===== config.mk =====
export PLATFORM = sky130hd
export DESIGN_NAME = jk_excitation_driver
export DESIGN_NICKNAME = d
export VERILOG_FILES = /design/src/rtl/jk_excitation_driver.sv
export SDC_FILE = /design/constraint.sdc
export NUM_CORES = 1
export LEC_CHECK = 0
export ABC_AREA = 0
export CAP_MARGIN = 15
export CORE_MARGIN = 3
export CORE_UTILIZATION = 25
export CTS_BUF_LIST = sky130_fd_sc_hd__clkbuf_16
export DETAILED_ROUTE_END_ITERATION = 10
export GPL_TIMING_DRIVEN = 1
export MAX_ROUTING_LAYER = met4
export PLACE_DENSITY = 0.53
export SETUP_SLACK_MARGIN = 0.5
export SYNTH_ARGS = -nofsm -noshare
export SYNTH_HDL_FRONTEND = slang
export SYNTH_SLANG_ARGS = --single-unit
export TNS_END_PERCENT = 30

===== constraint.sdc =====
create_clock -name clk -period 1.36 [get_ports clk]
set_input_delay 0.204 -clock clk [delete_from_list [all_inputs] [get_ports clk]]
set_output_delay 0.204 -clock clk [all_outputs]
set_load 0.005 [all_outputs]

===== src/rtl/jk_excitation_driver.sv =====
`default_nettype none
// ============================================================================
//  Module   : jk_excitation_driver
//  Purpose  : Drives the J/K inputs of an external JK flip-flop so that its Q
//             reaches a requested next-state bit. Each result is checked
//             against the flip-flop feedback, and misses are counted.
//  Revision : 1.0  initial release
// ============================================================================
module jk_excitation_driver #(
   parameter logic XVAL  = 1'b0,
   parameter int   ERR_W = 8
) (
   input  logic             clk,
   input  logic             rst_n,
   input  logic             in_valid,
   input  logic             in_target,
   output logic             in_ready,
   input  logic             q_fb,
   output logic             J,
   output logic             K,
   output logic             q_exp,
   output logic             mismatch,
   output logic [ERR_W-1:0] err_count,
   output logic             busy
);

   typedef enum logic [1:0] {
      S_SYNC  = 2'd0,
      S_IDLE  = 2'd1,
      S_DRIVE = 2'd2,
      S_CHECK = 2'd3
   } state_t;

   localparam logic [ERR_W-1:0] C_ERR_MAX = {ERR_W{1'b1}};
   localparam logic [ERR_W-1:0] C_ERR_ONE = ERR_W'(1);

   state_t           r_state,    w_state_nxt;
   logic             r_target,   w_target_nxt;
   logic             r_j,        w_j_nxt;
   logic             r_k,        w_k_nxt;
   logic             r_q_exp,    w_q_exp_nxt;
   logic             r_mismatch, w_mismatch_nxt;
   logic [ERR_W-1:0] r_err,      w_err_nxt;
   logic             w_j_exc;
   logic             w_k_exc;

   // Excitation table: the input that does not matter for a transition gets XVAL
   always_comb begin
      w_j_exc = 1'b0;
      w_k_exc = 1'b0;
      case ({r_q_exp, in_target})
         2'b00:   begin w_j_exc = 1'b0; w_k_exc = XVAL; end
         2'b01:   begin w_j_exc = 1'b1; w_k_exc = XVAL; end
         2'b10:   begin w_j_exc = XVAL; w_k_exc = 1'b1; end
         default: begin w_j_exc = XVAL; w_k_exc = 1'b0; end
      endcase
   end

   // Next-state and next-output logic; J/K default to hold (0,0) outside DRIVE
   always_comb begin
      w_state_nxt    = r_state;
      w_target_nxt   = r_target;
      w_j_nxt        = 1'b0;
      w_k_nxt        = 1'b0;
      w_q_exp_nxt    = r_q_exp;
      w_mismatch_nxt = 1'b0;
      w_err_nxt      = r_err;
      case (r_state)
         S_SYNC: begin
            w_q_exp_nxt = q_fb;
            w_state_nxt = S_IDLE;
         end
         S_IDLE: begin
            if (in_valid) begin
               w_target_nxt = in_target;
               w_j_nxt      = w_j_exc;
               w_k_nxt      = w_k_exc;
               w_state_nxt  = S_DRIVE;
            end
         end
         S_DRIVE: begin
            // Flip-flop samples J/K on this edge; they fall back to 0 after it
            w_state_nxt = S_CHECK;
         end
         default: begin
            // CHECK: q_fb now reflects the edge that ended DRIVE
            if (q_fb != r_target) begin
               w_mismatch_nxt = 1'b1;
               if (r_err != C_ERR_MAX) begin
                  w_err_nxt = r_err + C_ERR_ONE;
               end
            end
            w_q_exp_nxt = q_fb;
            w_state_nxt = S_IDLE;
         end
      endcase
   end

   // State and output registers with asynchronous active-low reset
   always_ff @(posedge clk or negedge rst_n) begin
      if (!rst_n) begin
         r_state    <= S_SYNC;
         r_target   <= 1'b0;
         r_j        <= 1'b0;
         r_k        <= 1'b0;
         r_q_exp    <= 1'b0;
         r_mismatch <= 1'b0;
         r_err      <= '0;
      end else begin
         r_state    <= w_state_nxt;
         r_target   <= w_target_nxt;
         r_j        <= w_j_nxt;
         r_k        <= w_k_nxt;
         r_q_exp    <= w_q_exp_nxt;
         r_mismatch <= w_mismatch_nxt;
         r_err      <= w_err_nxt;
      end
   end

   assign in_ready  = (r_state == S_IDLE);
   assign busy      = (r_state != S_IDLE);
   assign J         = r_j;
   assign K         = r_k;
   assign q_exp     = r_q_exp;
   assign mismatch  = r_mismatch;
   assign err_count = r_err;

endmodule
`default_nettype wire


Word level (Yosys, flattened, before mapping) --
Index checks and enable logic that the tools add are counted.
Storage, ports and cells: register bits after elaboration 15, output and inout bits 14
Cells by class: $add $sub $neg 1, equality and inequality tests 8, muxes and demuxes 10, bitwise operators 1, reduce and logical (&&, ||, !) cells 5
Operators by type and width (count):
- 8-bit by 1-bit adder with 8-bit output, second input constant | 1
- 1-bit two-way mux | 8
- 8-bit != test, second input constant | 1
- 2-bit by 1-bit equality test with 1-bit output, second input constant | 2
- 2-bit equality test, second input constant | 2
- 2-bit one-hot mux with 2 select lines | 1
- 3-bit AND reduction | 1
- 3-bit OR reduction | 1
- 2-bit zero test | 1
- 2-bit two-way mux | 1
- 2-bit by 1-bit != test with 1-bit output, second input constant | 1
- 2-bit != test, second input constant | 1
- 2-bit AND reduction | 1
- 2-bit OR reduction | 1
- 1-bit != test | 1
- 1-bit NOT | 1

Logic depth before layout (Yosys ltp) --
Gate-level depths: netlist of the first run.
depth after elaboration 4, mapped depth 5, depth with buffers taken out 5

Least setup slack after synthesis of the first run --
No wires, ideal clock.
path kind reg-to-reg, start register r_err[0] (netlist: err_count[0]), end register r_err[1] (netlist: err_count[1]), library setup time 125 ps, arrival 1338 ps, required time 1235 ps, setup slack -103 ps, cell stages (with the launch flop) 6, clock period less this slack 1463 ps, path through dfrtp_1 > ha_1 > and3_1 > nand2_1 > nand2_2 > mux2_4
On the way: word-level cells in the longest chain between the ends 2, elaborated cells on any way between the ends 3
Ends and longest elaborated chain:
- start: declaration | line 43 | logic [ERR_W-1:0] r_err, w_err_nxt;
- start signal: assignment | line 116 | r_err <= w_err_nxt;
- branches (longest 2 deep; another with 8-bit by 1-bit adder with 8-bit output)
Several ways; the timed one is not identified. A chain may end at the register's enable or synchronous reset.

Worst setup path in the final report of the first run --
start register r_state[0], end register r_q_exp (netlist: q_exp)
On the way: word-level cells in the longest chain between the ends 2, elaborated cells on any way between the ends 3
Ends and longest elaborated chain:
- start: declaration | line 37 | state_t r_state, w_state_nxt;
- start signal: assignment | line 110 | r_state <= w_state_nxt;
- 2-bit by 1-bit equality test with 1-bit output / 2-bit equality test (equally long branches) | line 68 | case (r_state)
- 2-bit OR reduction (no source line) (*)
- end signal: assignment | line 114 | r_q_exp <= w_q_exp_nxt;
- end: declaration | line 41 | logic r_q_exp, w_q_exp_nxt;
Every way passes the cells marked *; elsewhere a longest branch is shown, timed or not.

==> qor.yml, run 1 <==
synth_mux_area_share_pct: 8.71
yosysSeqAreaShare_pct: 52.3
tns_ns: 0
yosysWarnings: 0
grt_usage_pct: 11.9
synth_ff_type: "dfrtp_1"
power.density_nw_per_um2: 2300
grt_pass1_wl_um: 2990
internal_power_uw: 2040
wl_met2_um: 878
ant_nets: 0
firstDrtPassIters: 4
rr_endpoint: "q_exp"
p_clk_share_pct: 19.4
numCtsBuffers: 3
cts_tree: "built"
layout_worst_path_cycle_share_pct: 99.5
cp.arrival_ns: 1.48
setup-violations-final: 0
hpwlAfterDp_um: 1120
cap_violations: 0
rsz0062_at_grt: "yes"
die_h_um: 59.6
rr_worst_depth: 4
netlist_area_um2: 718
maxSlewHeadroom_pct: 86.4
root_buffer: "clkbuf_16"
p_seq_share_pct: 24.3
dpl_cell_area_um2: 1040
wl_um: 1740
final_net_count: 116
core-area_um2: 2610
drive_above_1_share_pct: 63.2
period_minus_slack_ns: 1.35
grt_pass1_vias: 628
critPathLaunch: "r_state[0]"
routed-wl-met3_um: 107
synth_edf_count: 0
design_area_um2: 1290
syn-num-nets: 69
worst_ep_required_time_ns: 1.49
cts_max_path_buffers: 2
status: "finished clean"
r2r_start: "r_state[0]"
hold_path_class: "in2async"
antenna_found_initial: 0
p_sw_uw: 937
pwr-share-comb_pct: 56.2
grt_max_degree: 16
hold_violations: 0
cts.sinks: 15
routedWlPerCell_um: 12.8
portBuffers: 18
place.gp.congestion: 0.721
ir_worst_vdd_mv: 1.29
synth_top_area_share_pct: 52.3
viasPerCell: 4.49
htree_levels: 1
finalMaxSlewViolations: 0
synth_seq_cells: 15
drtIter0Drc: 13
crit_fanout: 2
fin_skew_ns: 0.00310
highest_layer: "met4"
synth_compound_area_share_pct: 5.57
cp-endpoint: "q_exp"
rrSetupSlack_ns: 0.006
die_area_um2: 3550
synth_top_family_by_area: "simple AND/OR/NAND/NOR gates"
worst_hold_slack_ns: 0.273
final_common_cell: "buf_4"
num_vias: 610
tightest_slew_ns: 0.204
synthTopCellsByArea: "dfrtp_1 52%, ha_1 7.0%, xnor2_1 4.9%, mux2_4 4.2%, mux2_1 3.1%"
netlist-cell-type-count: 23
clock_latency_ns: 0.25
leakagePower_uw: 0.000616
antenna-diode-count: 0
synth_cells: 60
layout_common_cells: "16 x buf_4, 15 x dfrtp_1, 14 x buf_6, 9 x buf_2"
startpoint_type: "flip-flop"
yosys.area.top_type: "dfrtp_1"
clkTransAtPathRegs_ns: 0.05
p_sw_share_pct: 31.4
dieWidth_um: 59.6
synthAdderAreaFrac_pct: 6.97
synth_xor_area_share_pct: 4.88
drc: 0
path_class: "reg2reg"
synthSimpleGateAreaFrac_pct: 18.5
cts_hold_buf: 0
area_growth_pct: 80.1
critPathCaptureType: "flip-flop"
final_util_pct: 49.5
syn_avg_cell_area_um2: 12.0
grt-ovfl-total: 0
rows: 18
met1_length_um: 712
async_flop_share_pct: 100
ioPinCount: 19
start_util_pct: 27.5
max_freq_ghz: 0.739
[state kept, by name (all words and copies together), names as in the netlist]
register	cells
J	1
q_exp	1
K	1
r_state	2
mismatch	1
r_target	1
err_count	8
[worst min path at each step]
| stage | startpoint | cells past startpoint | slack, ns | end |
|---|---|---|---|---|
| global route | rst_n | 2 | 0.31 | err_count[7] |
| global placement | q_exp | 1 | 0.47 | J |
| CTS | rst_n | 2 | 0.28 | err_count[5] |
| detailed placement | q_exp | 1 | 0.46 | J |
| finish | rst_n | 2 | 0.27 | err_count[5] |
| floorplan | rst_n | 0 | -0.09 | J |
[power by group through the flow]
| stage | sequential (uW) | combinational [uW] | clock, uW |
|---|---|---|---|
| after detailed placement | 739 | 1150 | 0 |
| after global placement | 737 | 1120 | 0 |
| final | 726 | 1680 | 580 |
| after CTS | 732 | 1590 | 598 |
| after floorplan | 772 | 507 | 0 |
| after global routing | 745 | 1820 | 624 |
[worst max-delay path, stage by stage (launching register included)]
cell and delay (ns):
dfrtp_1 0.41, buf_6 0.14, buf_4 0.14, ha_4 0.26, mux2_4 0.29
[cell usage after synthesis (all sizes together), types with 2 or more instances]
master  instances
dfrtp          15
nand2           5
a21oi           4
ha              4
mux2            4
nand4           4
nor2            4
xnor2           4
inv             3
a31oi           2
nor2b           2
nor3b           2
[cell families after synthesis]
group                    after synthesis
AO/OA/AOI/OAI                          7
buffers and inverters                  4
flip-flops                            15
multiplexers                           5
adder cells (fa/ha/maj)                4
XOR/XNOR                               4
AND/OR/NAND/NOR                       21
[per-stage QoR]
step | total power (uW) | std cells | setup WS [ns]
floorplan | 1280 | 60 | 0.00428
global placement | 1860 | 119 | -0.179
detailed placement | 1880 | 119 | -0.213
CTS | 2920 | 134 | -0.00129
global route | 3190 | 136 | -0.0396
finish | 2980 | 136 | 0.00636
[metal layers]
layer  vias up  GRT usage (%)
met5         -              -
met4         0           6.65
met2        16           18.1
met1       289           14.2
met3         5           3.27
li1        300              -
[final cells by class]
class | count | area [um2]
Multi-Input combinational cell | 41 | 427
Tap cell | 30 | 37.5
Clock buffer | 3 | 75.1
Inverter | 3 | 11.3
Timing Repair Buffer | 43 | 363
Clock inverter | 1 | 5.00
Sequential cell | 15 | 375
Fill cell | 241 | 1320
[repair_timing]
action / in CTS / in global routing
setup buffers: 11 / 2
pin swaps: 14 / 8
gates resized for setup: 84 / 3
endpoints found under the setup margin: 29 / 29
Note: power is estimated with default switching activity, not from simulation.
==> inputs of run 2 (changes only) <==
--- a/config.mk
+++ b/config.mk
@@ -18,4 +18,4 @@
 export SYNTH_ARGS = -nofsm -noshare
 export SYNTH_HDL_FRONTEND = slang
 export SYNTH_SLANG_ARGS = --single-unit
-export TNS_END_PERCENT = 30
+export TNS_END_PERCENT = 5
==> run 2 against run 1 <==
Net effect: sequential share of layout area grew 2.6 points; register-to-register slack improved by 0.02 ns; sequential cell count unchanged; die area unchanged; final cell count shrank 4.4%; combinational power is 18% lower; first-iteration DRC count down 54%; critical path type is now reg2out; largest power group unchanged; highest routed layer unchanged.
==> qor.yml, run 2 (synthesized netlist as in run 1, its figures left out) <==
start_util_pct: 27.5
wl_um: 1850
grt_pass1_wl_um: 3160
viasPerCell: 4.66
antenna_found_initial: 0
ir_worst_vdd_mv: 1.38
final_util_pct: 45.5
portBuffers: 18
die_area_um2: 3550
final_cells: 130
ioPinCount: 19
cts_tree: "built"
layout_common_cells: "18 x buf_4, 15 x dfrtp_1, 6 x buf_2"
antenna-diode-count: 0
hpwlAfterDp_um: 1140
grt_pass1_vias: 705
timing.final.ws_setup_ns: 0.00950
ant_nets: 0
leakagePower_uw: 0.000564
routedWlPerCell_um: 14.3
grt_max_degree: 16
root_buffer: "clkbuf_16"
firstDrtPassIters: 4
num_vias: 606
clkTransAtPathRegs_ns: 0.05
worst_ep_required_time_ns: 1.16
tightest_slew_ns: 0.228
rsz0062_at_grt: "yes"
period_minus_slack_ns: 1.35
layout_worst_path_cycle_share_pct: 99.3
max_freq_ghz: 0.740
maxSlewHeadroom_pct: 84.8
clock_latency_ns: 0.25
rows: 18
drtIter0Drc: 6
area_growth_pct: 65.5
dp_slack_ns: -0.234
startpoint_type: "flip-flop"
cap_violations: 0
tns_ns: 0
grt-ovfl-total: 0
fin_skew_ns: 0.00265
largest_reg_flops: 8
finalMaxSlewViolations: 0
core-area_um2: 2610
drive_above_1_share_pct: 56.0
critPathCaptureType: "output port"
drc: 0
cts_max_path_buffers: 2
setup-violations-final: 0
grt_usage_pct: 12.6
final_net_count: 110
num-fill-cells: 256
path_class: "reg2out"
crit_fanout: 3
final_common_cell: "buf_4"
htree_levels: 1
hold_path_class: "in2async"
power.density_nw_per_um2: 2260
place.gp.congestion: 0.738
die_h_um: 59.6
status: "finished clean"
cp.arrival_ns: 1.15
hold_violations: 0
cts.sinks: 15
numCtsBuffers: 3
dp_cells: 117
worst_hold_slack_ns: 0.278
dieWidth_um: 59.6
[run 2: changes by cell type in the layout (fill, tap and decap cells not counted), sizes merged]
cell / delta
clkbuf: +4
buf: -14
dlygate4sd2: +4
[run 2: path summary, 6_finish.rpt]
| check | from | to | cells after the start | slack [ns] |
|---|---|---|---|---|
| max reg2reg | r_state[1] | err_count[1] | 5 | 0.03 |
| min | rst_n | r_state[1] | 2 | 0.28 |
| min reg2reg | q_exp | J | 1 | 0.51 |
| max | r_state[1] | busy | 4 | 0.009 |
| max in group asynchronous | rst_n | err_count[4] | 2 | 0.91 |
| min in group clk | q_exp | J | 1 | 0.51 |
[run 2: final cells by class]
type	count	area, um2	area share, %
sequential	15	375	31.6
multi-input combinational	41	413	34.7
tap	30	37.5	3.16
clock buffer	3	75.1	6.32
clock inverter	1	5.00	0.421
inverter	3	11.3	0.947
timing repair buffer	37	272	22.8
[run 2: worst max-delay path, stage by stage, from the launching register on]
cell	delay, ns
dfrtp_1	0.38
inv_2	0.06
ha_2	0.17
inv_1	0.04
dlygate4sd2_1	0.25
[run 2: routing by layer]
layer,GRT usage (%),routed length (um)
met1,14.8,783
met2,19.7,941
met3,4.79,113
met4,4.11,15
met5,-,0
[run 2: what timing repair did]
action                                  CTS  global route
endpoints found under the setup margin   29            29
gates resized for setup                  10            37
pin swaps                                 2             6
hold buffers                              0             0
buffers inserted                          9             0
[run 2: report_power, final]
group          switching (uW)  leakage (uW)  internal (uW)
sequential                112      0.000183            610
clock                     185     0.0000409            393
combinational             592      0.000340            791
[run 2: through the flow]
stage / instance area [um2] / power (uW)
floorplan: 731 / 1240
CTS: 1190 / 2640
global placement: 1010 / 1800
detailed placement: 1010 / 1820
global route: 1190 / 2880
finish: 1190 / 2680
